File: src/rtl/pcie_tag_pkg.sv
// pcie_tag_pkg: shared constants, per-tag state record and popcount helper
// for the PCIe non-posted tag pool.
//   DCNT_W_DFLT      default dword counter width
//   TIMEOUT_CYC_DFLT default tag age limit (cycles)
//   MAX_TAGS         largest supported pool size
//   DCNT_MAX_W       storage width of the remaining-dword field
//   tag_state_t      {busy, rem} per tag
//   popcount()       ones count over a MAX_TAGS-wide vector
package pcie_tag_pkg;

  localparam int unsigned DCNT_W_DFLT      = 16;
  localparam int unsigned TIMEOUT_CYC_DFLT = 65535;
  localparam int unsigned MAX_TAGS         = 256;
  localparam int unsigned MAX_CNT_W        = $clog2(MAX_TAGS) + 1;
  // Remaining-dword storage is sized for the widest supported DCNT_W;
  // narrower builds leave the upper bits constant zero.
  localparam int unsigned DCNT_MAX_W       = 32;

  typedef struct packed {
    logic                  busy;
    logic [DCNT_MAX_W-1:0] rem;
  } tag_state_t;

  function automatic logic [MAX_CNT_W-1:0] popcount(input logic [MAX_TAGS-1:0] v);
    logic [MAX_CNT_W-1:0] n;
    n = '0;
    for (int unsigned i = 0; i < MAX_TAGS; i++) begin
      n = n + MAX_CNT_W'(v[i]);
    end
    return n;
  endfunction

endpackage

File: src/rtl/pcie_tag_rr_arb.sv
// pcie_tag_rr_arb: rotating-priority find-first-set, purely combinational.
//   mask_i    candidate tags
//   start_i   highest-priority index; search runs upward and wraps
//   idx_c_o   first set index at or after start_i (0 when none)
//   found_c_o any bit of mask_i set
module pcie_tag_rr_arb #(
  parameter int unsigned NUM_TAGS = 32,
  parameter int unsigned TAG_W    = $clog2(NUM_TAGS)
) (
  input  logic [NUM_TAGS-1:0] mask_i,
  input  logic [TAG_W-1:0]    start_i,
  output logic [TAG_W-1:0]    idx_c_o,
  output logic                found_c_o
);

  logic [TAG_W-1:0] idx_hi_c;
  logic [TAG_W-1:0] idx_lo_c;
  logic             found_hi_c;
  logic             found_lo_c;

  // Split candidates into those at/above start and those below it; the
  // descending scan leaves the lowest index of each half in place.
  always_comb begin
    idx_hi_c   = '0;
    idx_lo_c   = '0;
    found_hi_c = 1'b0;
    found_lo_c = 1'b0;
    for (int k = int'(NUM_TAGS) - 1; k >= 0; k--) begin
      if (mask_i[k]) begin
        if (TAG_W'(k) >= start_i) begin
          found_hi_c = 1'b1;
          idx_hi_c   = TAG_W'(k);
        end else begin
          found_lo_c = 1'b1;
          idx_lo_c   = TAG_W'(k);
        end
      end
    end
    found_c_o = found_hi_c | found_lo_c;
    idx_c_o   = found_hi_c ? idx_hi_c : idx_lo_c;
  end

endmodule

File: src/rtl/pcie_tag_pool.sv
// pcie_tag_pool: PCIe non-posted request tag allocator with per-tag
// outstanding-dword tracking and round-robin tag offer.
//   iCLK, iRST_n        clock, async active-low reset
//   oTAG_OUT, oVALID    registered offer of a free tag
//   iGET, iTAG_DCNT     take the offered tag with expected dword count
//   iSET_FREE, iTAG_IN, iSET_TAG_DCNT  completion data for a tag
//   oFREE_CNT           registered count of free tags
//   oERR_UNEXP          one-cycle protocol error pulse
//   oTIMEOUT, oTIMEOUT_TAG  reclaim pulse and tag
// Optional macro TAG_TIMEOUT_EN enables per-tag age counters that reclaim
// stale tags; without it oTIMEOUT/oTIMEOUT_TAG are tied to 0.
module pcie_tag_pool
  import pcie_tag_pkg::*;
#(
  parameter int unsigned NUM_TAGS    = 32,
  parameter int unsigned TAG_W       = $clog2(NUM_TAGS),
  parameter int unsigned DCNT_W      = DCNT_W_DFLT,
  parameter int unsigned TIMEOUT_CYC = TIMEOUT_CYC_DFLT
) (
  input  logic              iCLK,
  input  logic              iRST_n,
  output logic [TAG_W-1:0]  oTAG_OUT,
  output logic              oVALID,
  input  logic              iGET,
  input  logic [DCNT_W-1:0] iTAG_DCNT,
  input  logic              iSET_FREE,
  input  logic [TAG_W-1:0]  iTAG_IN,
  input  logic [DCNT_W-1:0] iSET_TAG_DCNT,
  output logic [TAG_W:0]    oFREE_CNT,
  output logic              oERR_UNEXP,
  output logic              oTIMEOUT,
  output logic [TAG_W-1:0]  oTIMEOUT_TAG
);

  localparam int unsigned CNT_W = TAG_W + 1;

  if (NUM_TAGS < 2 || NUM_TAGS > MAX_TAGS || DCNT_W == 0 ||
      DCNT_W > DCNT_MAX_W || TIMEOUT_CYC == 0) begin : g_param_chk
    $error("pcie_tag_pool: parameter out of range");
  end

  // Registered state
  tag_state_t       st_q [NUM_TAGS];
  tag_state_t       st_d [NUM_TAGS];
  logic [TAG_W-1:0] ptr_q;
  logic [TAG_W-1:0] ptr_d;
  logic [TAG_W-1:0] tag_out_q;
  logic             valid_q;
  logic [CNT_W-1:0] free_cnt_q;
  logic [CNT_W-1:0] free_cnt_d;
  logic             err_q;
  logic             err_d;

  // Combinational intermediates
  logic                  grant_c;
  logic                  grant_ok_c;
  logic                  grant_err_c;
  logic                  tag_in_ok_c;
  logic                  cpl_busy_c;
  logic                  cpl_blocked_c;
  logic                  cpl_ok_c;
  logic                  cpl_err_c;
  logic [DCNT_MAX_W-1:0] cpl_dcnt_c;
  logic [DCNT_MAX_W-1:0] cur_rem_c;
  logic                  to_fire_c;
  logic [TAG_W-1:0]      to_idx_c;
  logic [NUM_TAGS-1:0]   busy_vec_c;
  logic [NUM_TAGS-1:0]   busy_nxt_c;
  logic [NUM_TAGS-1:0]   free_nxt_c;
  logic [NUM_TAGS-1:0]   grant_mask_c;
  logic [NUM_TAGS-1:0]   offer_mask_c;
  logic [TAG_W-1:0]      start_c;
  logic [TAG_W-1:0]      offer_idx_c;
  logic                  offer_found_c;

  // Grant/completion decode and per-tag next state
  always_comb begin
    grant_c     = iGET & valid_q;
    grant_ok_c  = grant_c & (iTAG_DCNT != '0);
    grant_err_c = grant_c & (iTAG_DCNT == '0);

    tag_in_ok_c = (iTAG_IN <= TAG_W'(NUM_TAGS - 1));
    cur_rem_c   = st_q[iTAG_IN].rem;
    cpl_dcnt_c  = DCNT_MAX_W'(iSET_TAG_DCNT);
    cpl_busy_c  = iSET_FREE & tag_in_ok_c & st_q[iTAG_IN].busy;
    // A completion racing a grant or a timeout on its tag loses and is
    // treated as a completion to an idle tag.
    cpl_blocked_c = (grant_ok_c & (iTAG_IN == tag_out_q)) |
                    (to_fire_c  & (iTAG_IN == to_idx_c));
    cpl_ok_c    = cpl_busy_c & ~cpl_blocked_c;
    cpl_err_c   = (iSET_FREE & ~cpl_ok_c) | (cpl_ok_c & (cpl_dcnt_c > cur_rem_c));
    err_d       = grant_err_c | cpl_err_c;

    st_d = st_q;
    if (cpl_ok_c) begin
      if (cpl_dcnt_c >= cur_rem_c) begin
        st_d[iTAG_IN] = '0;
      end else begin
        st_d[iTAG_IN].rem = cur_rem_c - cpl_dcnt_c;
      end
    end
    if (grant_ok_c) begin
      st_d[tag_out_q].busy = 1'b1;
      st_d[tag_out_q].rem  = DCNT_MAX_W'(iTAG_DCNT);
    end
    if (to_fire_c) begin
      st_d[to_idx_c] = '0;
    end

    ptr_d = grant_ok_c ? tag_out_q : ptr_q;
  end

  // Busy vectors, free count and offer search inputs
  always_comb begin
    for (int unsigned t = 0; t < NUM_TAGS; t++) begin
      busy_vec_c[t] = st_q[t].busy;
      busy_nxt_c[t] = st_d[t].busy;
    end
    free_nxt_c   = ~busy_nxt_c;
    free_cnt_d   = CNT_W'(popcount(MAX_TAGS'(free_nxt_c)));
    // Offer uses pre-update busy so freed tags wait a cycle; the tag taken
    // this cycle is masked explicitly.
    grant_mask_c = grant_ok_c ? (NUM_TAGS'(1) << tag_out_q) : '0;
    offer_mask_c = ~busy_vec_c & ~grant_mask_c;
    start_c      = (ptr_d == TAG_W'(NUM_TAGS - 1)) ? '0 : ptr_d + TAG_W'(1);
  end

  pcie_tag_rr_arb #(
    .NUM_TAGS (NUM_TAGS),
    .TAG_W    (TAG_W)
  ) u_arb (
    .mask_i    (offer_mask_c),
    .start_i   (start_c),
    .idx_c_o   (offer_idx_c),
    .found_c_o (offer_found_c)
  );

  // Pool state and registered outputs
  always_ff @(posedge iCLK or negedge iRST_n) begin
    if (!iRST_n) begin
      for (int unsigned t = 0; t < NUM_TAGS; t++) begin
        st_q[t] <= '0;
      end
      ptr_q      <= TAG_W'(NUM_TAGS - 1);
      tag_out_q  <= '0;
      valid_q    <= 1'b0;
      free_cnt_q <= '0;
      err_q      <= 1'b0;
    end else begin
      for (int unsigned t = 0; t < NUM_TAGS; t++) begin
        st_q[t] <= st_d[t];
      end
      ptr_q      <= ptr_d;
      tag_out_q  <= offer_idx_c;
      valid_q    <= offer_found_c;
      free_cnt_q <= free_cnt_d;
      err_q      <= err_d;
    end
  end

  assign oTAG_OUT   = tag_out_q;
  assign oVALID     = valid_q;
  assign oFREE_CNT  = free_cnt_q;
  assign oERR_UNEXP = err_q;

`ifdef TAG_TIMEOUT_EN
  localparam int unsigned     AGE_W   = $clog2(TIMEOUT_CYC + 1);
  localparam logic [AGE_W-1:0] AGE_LIM = AGE_W'(TIMEOUT_CYC);

  logic [AGE_W-1:0] age_q [NUM_TAGS];
  logic [AGE_W-1:0] age_d [NUM_TAGS];
  logic             to_q;
  logic [TAG_W-1:0] to_tag_q;

  // Lowest-index expired tag is reclaimed; others wait at the limit
  always_comb begin
    to_fire_c = 1'b0;
    to_idx_c  = '0;
    for (int t = int'(NUM_TAGS) - 1; t >= 0; t--) begin
      if (st_q[t].busy && (age_q[t] == AGE_LIM)) begin
        to_fire_c = 1'b1;
        to_idx_c  = TAG_W'(t);
      end
    end
  end

  // Age counters: restart on grant or accepted completion, saturate at limit
  always_comb begin
    for (int unsigned t = 0; t < NUM_TAGS; t++) begin
      age_d[t] = age_q[t];
      if (!st_d[t].busy) begin
        age_d[t] = '0;
      end else if ((grant_ok_c && (tag_out_q == TAG_W'(t))) ||
                   (cpl_ok_c && (iTAG_IN == TAG_W'(t)))) begin
        age_d[t] = '0;
      end else if (age_q[t] != AGE_LIM) begin
        age_d[t] = age_q[t] + AGE_W'(1);
      end
    end
  end

  always_ff @(posedge iCLK or negedge iRST_n) begin
    if (!iRST_n) begin
      for (int unsigned t = 0; t < NUM_TAGS; t++) begin
        age_q[t] <= '0;
      end
      to_q     <= 1'b0;
      to_tag_q <= '0;
    end else begin
      for (int unsigned t = 0; t < NUM_TAGS; t++) begin
        age_q[t] <= age_d[t];
      end
      to_q     <= to_fire_c;
      to_tag_q <= to_idx_c;
    end
  end

  assign oTIMEOUT     = to_q;
  assign oTIMEOUT_TAG = to_tag_q;
`else
  assign to_fire_c    = 1'b0;
  assign to_idx_c     = '0;
  assign oTIMEOUT     = 1'b0;
  assign oTIMEOUT_TAG = '0;
`endif

endmodule

File: config.mk
export PLATFORM = sky130hd
export DESIGN_NAME = pcie_tag_pool
export DESIGN_NICKNAME = d
export VERILOG_FILES = /design/src/rtl/pcie_tag_pkg.sv /design/src/rtl/pcie_tag_rr_arb.sv /design/src/rtl/pcie_tag_pool.sv
export SDC_FILE = /design/constraint.sdc
export NUM_CORES = 2
export LEC_CHECK = 0
export ABC_AREA = 1
export CAP_MARGIN = 30
export CORE_UTILIZATION = 35
export CTS_CLUSTER_DIAMETER = 30
export DETAILED_ROUTE_END_ITERATION = 6
export PLACE_DENSITY_LB_ADDON = 0.08
export REMOVE_ABC_BUFFERS = 1
export SYNTH_ARGS = -nofsm -noshare
export SYNTH_HDL_FRONTEND = slang
export SYNTH_HIERARCHICAL = 1
export SYNTH_SLANG_ARGS = --single-unit
File: constraint.sdc
create_clock -name iCLK -period 7.6 [get_ports iCLK]
set_clock_uncertainty 0.1 [all_clocks]
set_input_delay 2.28 -clock iCLK [delete_from_list [all_inputs] [get_ports iCLK]]
set_output_delay 2.28 -clock iCLK [all_outputs]
set_load 0.05 [all_outputs]
# Yosys cells after proc, flatten, opt, wreduce, memory -nomap -nowiden
# Cells that the tools add are included.
# word_totals
input_bits	41
regBits	1074
output_inout_bits	19
ram_bits	0
mem_bits_ro	0
mem_count	0
elab_cells	447
latchBits	0
# classes
n_mux	277
add_sub_neg	33
div	0
n_reduce_logical	4
bitwise_logic	22
n_lt_le_gt_ge	39
n_eq_ne	2
shift	1
n_mul	0
# op_table
cell	n
1056-bit bitwise mux	3
1056-bit 2-to-1 mux	3
1056-bit AND	1
1056-bit inverter	1
33-bit demux with 5-bit select	4
5-bit 2-to-1 mux	131
33-bit binary-select mux with 5-bit select	1
6-bit by 1-bit adder with 6-bit output	26
33-bit 2-to-1 mux	4
1-bit 2-to-1 mux	128
32-bit 2-to-1 mux	3
32-bit inverter	3
5-bit greater-or-equal comparator (first input constant)	16
4-bit by 5-bit greater-or-equal comparator with 1-bit output (first input constant)	8
32-bit AND	1
16-bit by 32-bit greater-or-equal comparator with 1-bit output	1
16-bit by 32-bit greater-than comparator with 1-bit output	1
1-bit by 5-bit left shift with 32-bit output (first input constant)	1
32-bit by 16-bit subtractor with 32-bit output	1
3-bit by 5-bit greater-or-equal comparator with 1-bit output (first input constant)	4
16-bit logical NOT	1
16-bit nonzero test	1
6-bit greater-or-equal comparator (second input constant)	2
6-bit by 1-bit less-than comparator with 1-bit output (second input constant)	2
16 further kinds	31

# Depth between registers and ports, before layout
# logic_depth
word_depth	71
mapped_depth	49
ltp_nobuf	47

# By module
# The synthesis kept the hierarchy.
# by_module_without_submodules
module	area_each_um2	n_inst	cells_each	seq_area_each_um2
pcie_tag_pool	58765.1	1	8047	26882.0
pcie_tag_rr_arb	1357.6	1	303	0.0

# Least setup slack after synthesis
# OpenSTA, ideal clock, no wires.
# synth_path
kind	input-to-reg
start	input iTAG_IN[0]
end	register free_cnt_q[4] (netlist: oFREE_CNT[4])
arrival_ns	10.619
path_buffers	9
path_slack_ns	-3.199
stages	41
setup_ns	0.080
t_required_ns	7.420
cell_sequence	buf_4 buf_6 nor2_4 buf_2 buf_2 clkbuf_1 buf_1 a22oi_1 a21oi_1 nor4_1 ha_1 fa_1 o21ai_1 a21oi_1 o21ai_1 nand2_1 nand2_1 o41ai_2 (+5 left out) a21oi_1 inv_2 fa_1 inv_1 fa_1 inv_1 fa_1 inv_1 fa_1 fa_1 fa_1 inv_1 ha_1 fa_1 a21oi_1 nor2_1 nor2_1 xnor2_1
# synth_rtl
item	line	rtl
start: declaration	pcie_tag_pool.sv:27	input logic [TAG_W-1:0] iTAG_IN,
end signal: assignment	pcie_tag_pool.sv:156	free_cnt_q <= free_cnt_d;
end: declaration	pcie_tag_pool.sv:49	logic [CNT_W-1:0] free_cnt_q;

==> flow_summary.json <==
{
  "num_vias": 65300,
  "cts.sinks": 1074,
  "cp_slowest_stage_delay_ns": 0.56,
  "period_needed_ns": 9.46,
  "rsz0062_at_grt": "yes",
  "maxSlewViolCount": 0,
  "root_buffer": "clkbuf_16",
  "status": "finished with violations",
  "yosysWarnings": 6,
  "syn_to_final_growth_pct": 37.9,
  "synth_area_um2": 60100,
  "core_um2": 170000,
  "io_pins": 60,
  "overflow": 0,
  "ctsHoldBuffers": 0,
  "hpwl_um": 225000,
  "fmax_mhz": 106,
  "worstSetupEndpointType": "flop",
  "leakagePower_uw": 0.0390,
  "finalWorstSetupSlack_ns": -1.86,
  "finalPower_uw": 39300,
  "async_flop_share_pct": 100,
  "io_buffers": 53,
  "placed_cells": 11000,
  "drtIter0Drc": 7834,
  "drc": 0,
  "wl_per_cell_um": 28.2,
  "ant_nets": 0,
  "synth_ff_type": "dfrtp_1",
  "critPathArrivalTime_ns": 10.17,
  "ir_worst_vdd_mv": 0.473,
  "cts_buffer_depth": 4,
  "path_max_fanout": 19,
  "finalSetupViolCount": 6,
  "path_class": "input pin to flop",
  "regArea_um2": 26900,
  "grt_max_degree": 154,
  "grtUsageMet1_pct": 47.8,
  "yosysSeqAreaShare_pct": 44.7,
  "htreeDepth": 5,
  "firstDrtPassIters": 7,
  "hold_viol": 0,
  "globalplace.congestion": 1.02,
  "nets": 9228,
  "fin_util_pct": 48.7,
  "synthDistinctLibCells": 56,
  "ys_ff_latch": 1074,
  "clk_pin_slew_worst_paths_ns": 0.04,
  "drt-total-wl_um": 328000,
  "start_kind": "input pin",
  "hp-class": "flop to flop",
  "grt_usage_pct": 37.0,
  "path_common_cell": "fa_1",
  "synth_edf_count": 0,
  "grt_use_met3_pct": 9.14,
  "fp.dieW_um": 416,
  "grt_pass1_wl_um": 463000,
  "finalNonFillerCells": 11600,
  "die_h_um": 416,
  "cap_violations": 0,
  "tns_ns": -9.93,
  "slew-limit-headroom_pct": 26.7,
  "power_density_nw_per_um2": 474,
  "grt_use_met2_pct": 55.2,
  "cts_tree": "done",
  "dp_slack_ns": -3.50,
  "antenna_found_initial": 17,
  "violations": "setup timing",
  "r2r_slack_ns": -0.27,
  "fillers": 16700,
  "worst_path_max_delay_cell": "fa_1",
  "grt-busiest-layer": "met2",
  "postSynthCellCount": 8350,
  "critical_path_buf_inv_count": 13,
  "cp_top_family": "adder cells",
  "synth_area_per_cell_um2": 7.20,
  "rows": 151,
  "first_global_vias": 62600,
  "finalCritPeriodShare_pct": 124,
  "vias_per_cell": 5.62,
  "numCtsBuffers": 341,
  "clk_latency_ns": 0.94,
  "multi_input_area_um2": 29300,
  "worstMarginPinSlew_ns": 1.10,
  "dieArea_um2": 173000,
  "crit_required_ns": 8.31,
  "drive_gt1_share_pct": 19.5,
  "start_util_pct": 35.4
}
-- final timing paths --
check,from,to,cells after the start
max,iTAG_IN[1],oFREE_CNT[4],37
min,st_q[251],st_q[251],2
max reg2reg,st_q[264],oFREE_CNT[4],32
min reg2reg,st_q[251],st_q[251],2
max in group asynchronous,iRST_n,st_q[536],2
min in group asynchronous,iRST_n,st_q[482],1
-- per-layer routing --
metal / up-vias / share of wire (%)
li1: 29000 / -
met5: - / 0.016
met2: 3430 / 43
met1: 32000 / 41
met4: 8 / 7.0
met3: 862 / 9.1
-- worst register-to-register path, delay by kind of cell, from the launching register on --
kind | cells | cell delay (ns)
flip-flops | 1 | 0.45
AND/OR/NAND/NOR | 8 | 1.38
AO/OA/AOI/OAI | 8 | 1.16
adder cells (fa/ha/maj) | 10 | 4.06
XOR/XNOR | 1 | 0.13
buffers and inverters | 5 | 0.45
-- logic make-up after synthesis --
| group | Yosys count | share of synthesized area, % |
|---|---|---|
| AO/OA/AOI/OAI | 2197 | 20.6 |
| AND/OR/NAND/NOR | 3899 | 25.4 |
| XOR/XNOR | 23 | 0.335 |
| other | 1 | 0.00624 |
| buffers and inverters | 1106 | 7.60 |
| adder cells (fa/ha/maj) | 50 | 1.35 |
| flip-flops | 1074 | 44.7 |
-- power breakdown --
part	switching (uW)	internal (uW)
clock	4040	10400
sequential	1520	8080
combinational	9640	5600
-- metrics by stage --
step / hold WS [ns] / instance area [um^2]
6_report: 0.427 / 82900
5_1_grt: 0.441 / 82900
2_1_floorplan: 0.400 / 57300
4_1_cts: 0.429 / 82700
3_3_place_gp: 0.418 / 70600
3_5_place_dp: 0.422 / 70600
-- layout by cell type (no fill, tap or decap), types with 9 or more instances in the layout --
master           instances
buf_4                  850
o21ai_1                 10
inv_1                  337
dfrtp_1               1069
nor2_4                   9
a21oi_1               1348
clkbuf_1                51
inv_2                   91
nor2_1                 670
fa_1                    22
clkinv_2                58
ha_1                    20
bufinv_16               41
o21bai_1                18
nand3_1                177
o21ai_0                271
clkbuf_8                84
nand2_1               2890
o22ai_1                 10
nor2_2                  12
or2_2                   23
o21a_1                  65
clkbuf_16              350
buf_12                 167
a22oi_1                406
clkinv_1                26
nand2_2                 16
a21oi_2                 16
nand4_1                 55
buf_6                   10
clkdlybuf4s50_1         36
buf_2                   11
-- state kept, by name, summed over array words and instances, names as in the netlist --
| name | count |
|---|---|
| st_q | 1024 |
| busy_vec_c | 32 |
| oFREE_CNT | 6 |
| oTAG_OUT | 5 |
| ptr_q | 5 |
| oERR_UNEXP | 1 |
| oVALID | 1 |
-- cell usage after synthesis, drive strengths merged (5+ instances only) --
| library cell | number | share of area [%] |
|---|---|---|
| nand2 | 2907 | 18 |
| a21oi | 1369 | 11 |
| dfrtp | 1069 | 44 |
| nor2 | 691 | 4.4 |
| inv | 438 | 2.7 |
| a22oi | 410 | 5.1 |
| clkbuf | 345 | 2.2 |
| buf | 299 | 2.6 |
| o21ai | 284 | 2.4 |
| nand3 | 184 | 1.6 |
| o21a | 65 | 0.81 |
| nand4 | 55 | 0.57 |
| fa | 25 | 0.83 |
| ha | 25 | 0.52 |
| clkinv | 24 | 0.15 |
| or2 | 23 | 0.24 |
| o21bai | 19 | 0.24 |
| nor3 | 16 | 0.19 |
| nor4 | 15 | 0.16 |
| xor2 | 12 | 0.17 |
| o221ai | 11 | 0.16 |
| xnor2 | 11 | 0.16 |
| o22ai | 10 | 0.10 |
| a31oi | 7 | 0.073 |
| a21o | 5 | 0.062 |
| dfstp | 5 | 0.22 |
-- final cells by class --
type / count / share of cell area (%)
timing repair buffer: 1082 / 12.5
multi-input combinational: 6175 / 35.4
clock buffer: 484 / 12.2
timing repair inverter: 1 / 0.0106
clock inverter: 108 / 1.96
inverter: 462 / 2.13
sequential: 1074 / 32.4
tap: 2218 / 3.35
antenna: 6 / 0.0181
-- repair_timing --
action | CTS | global route
endpoints found under the setup margin | 6 | 6
pin swaps | 15 | 9
resized for setup | 70 | 27
cloned | 1 | 0
buffers inserted | 9 | 4
(Power assumes the default switching activity.)
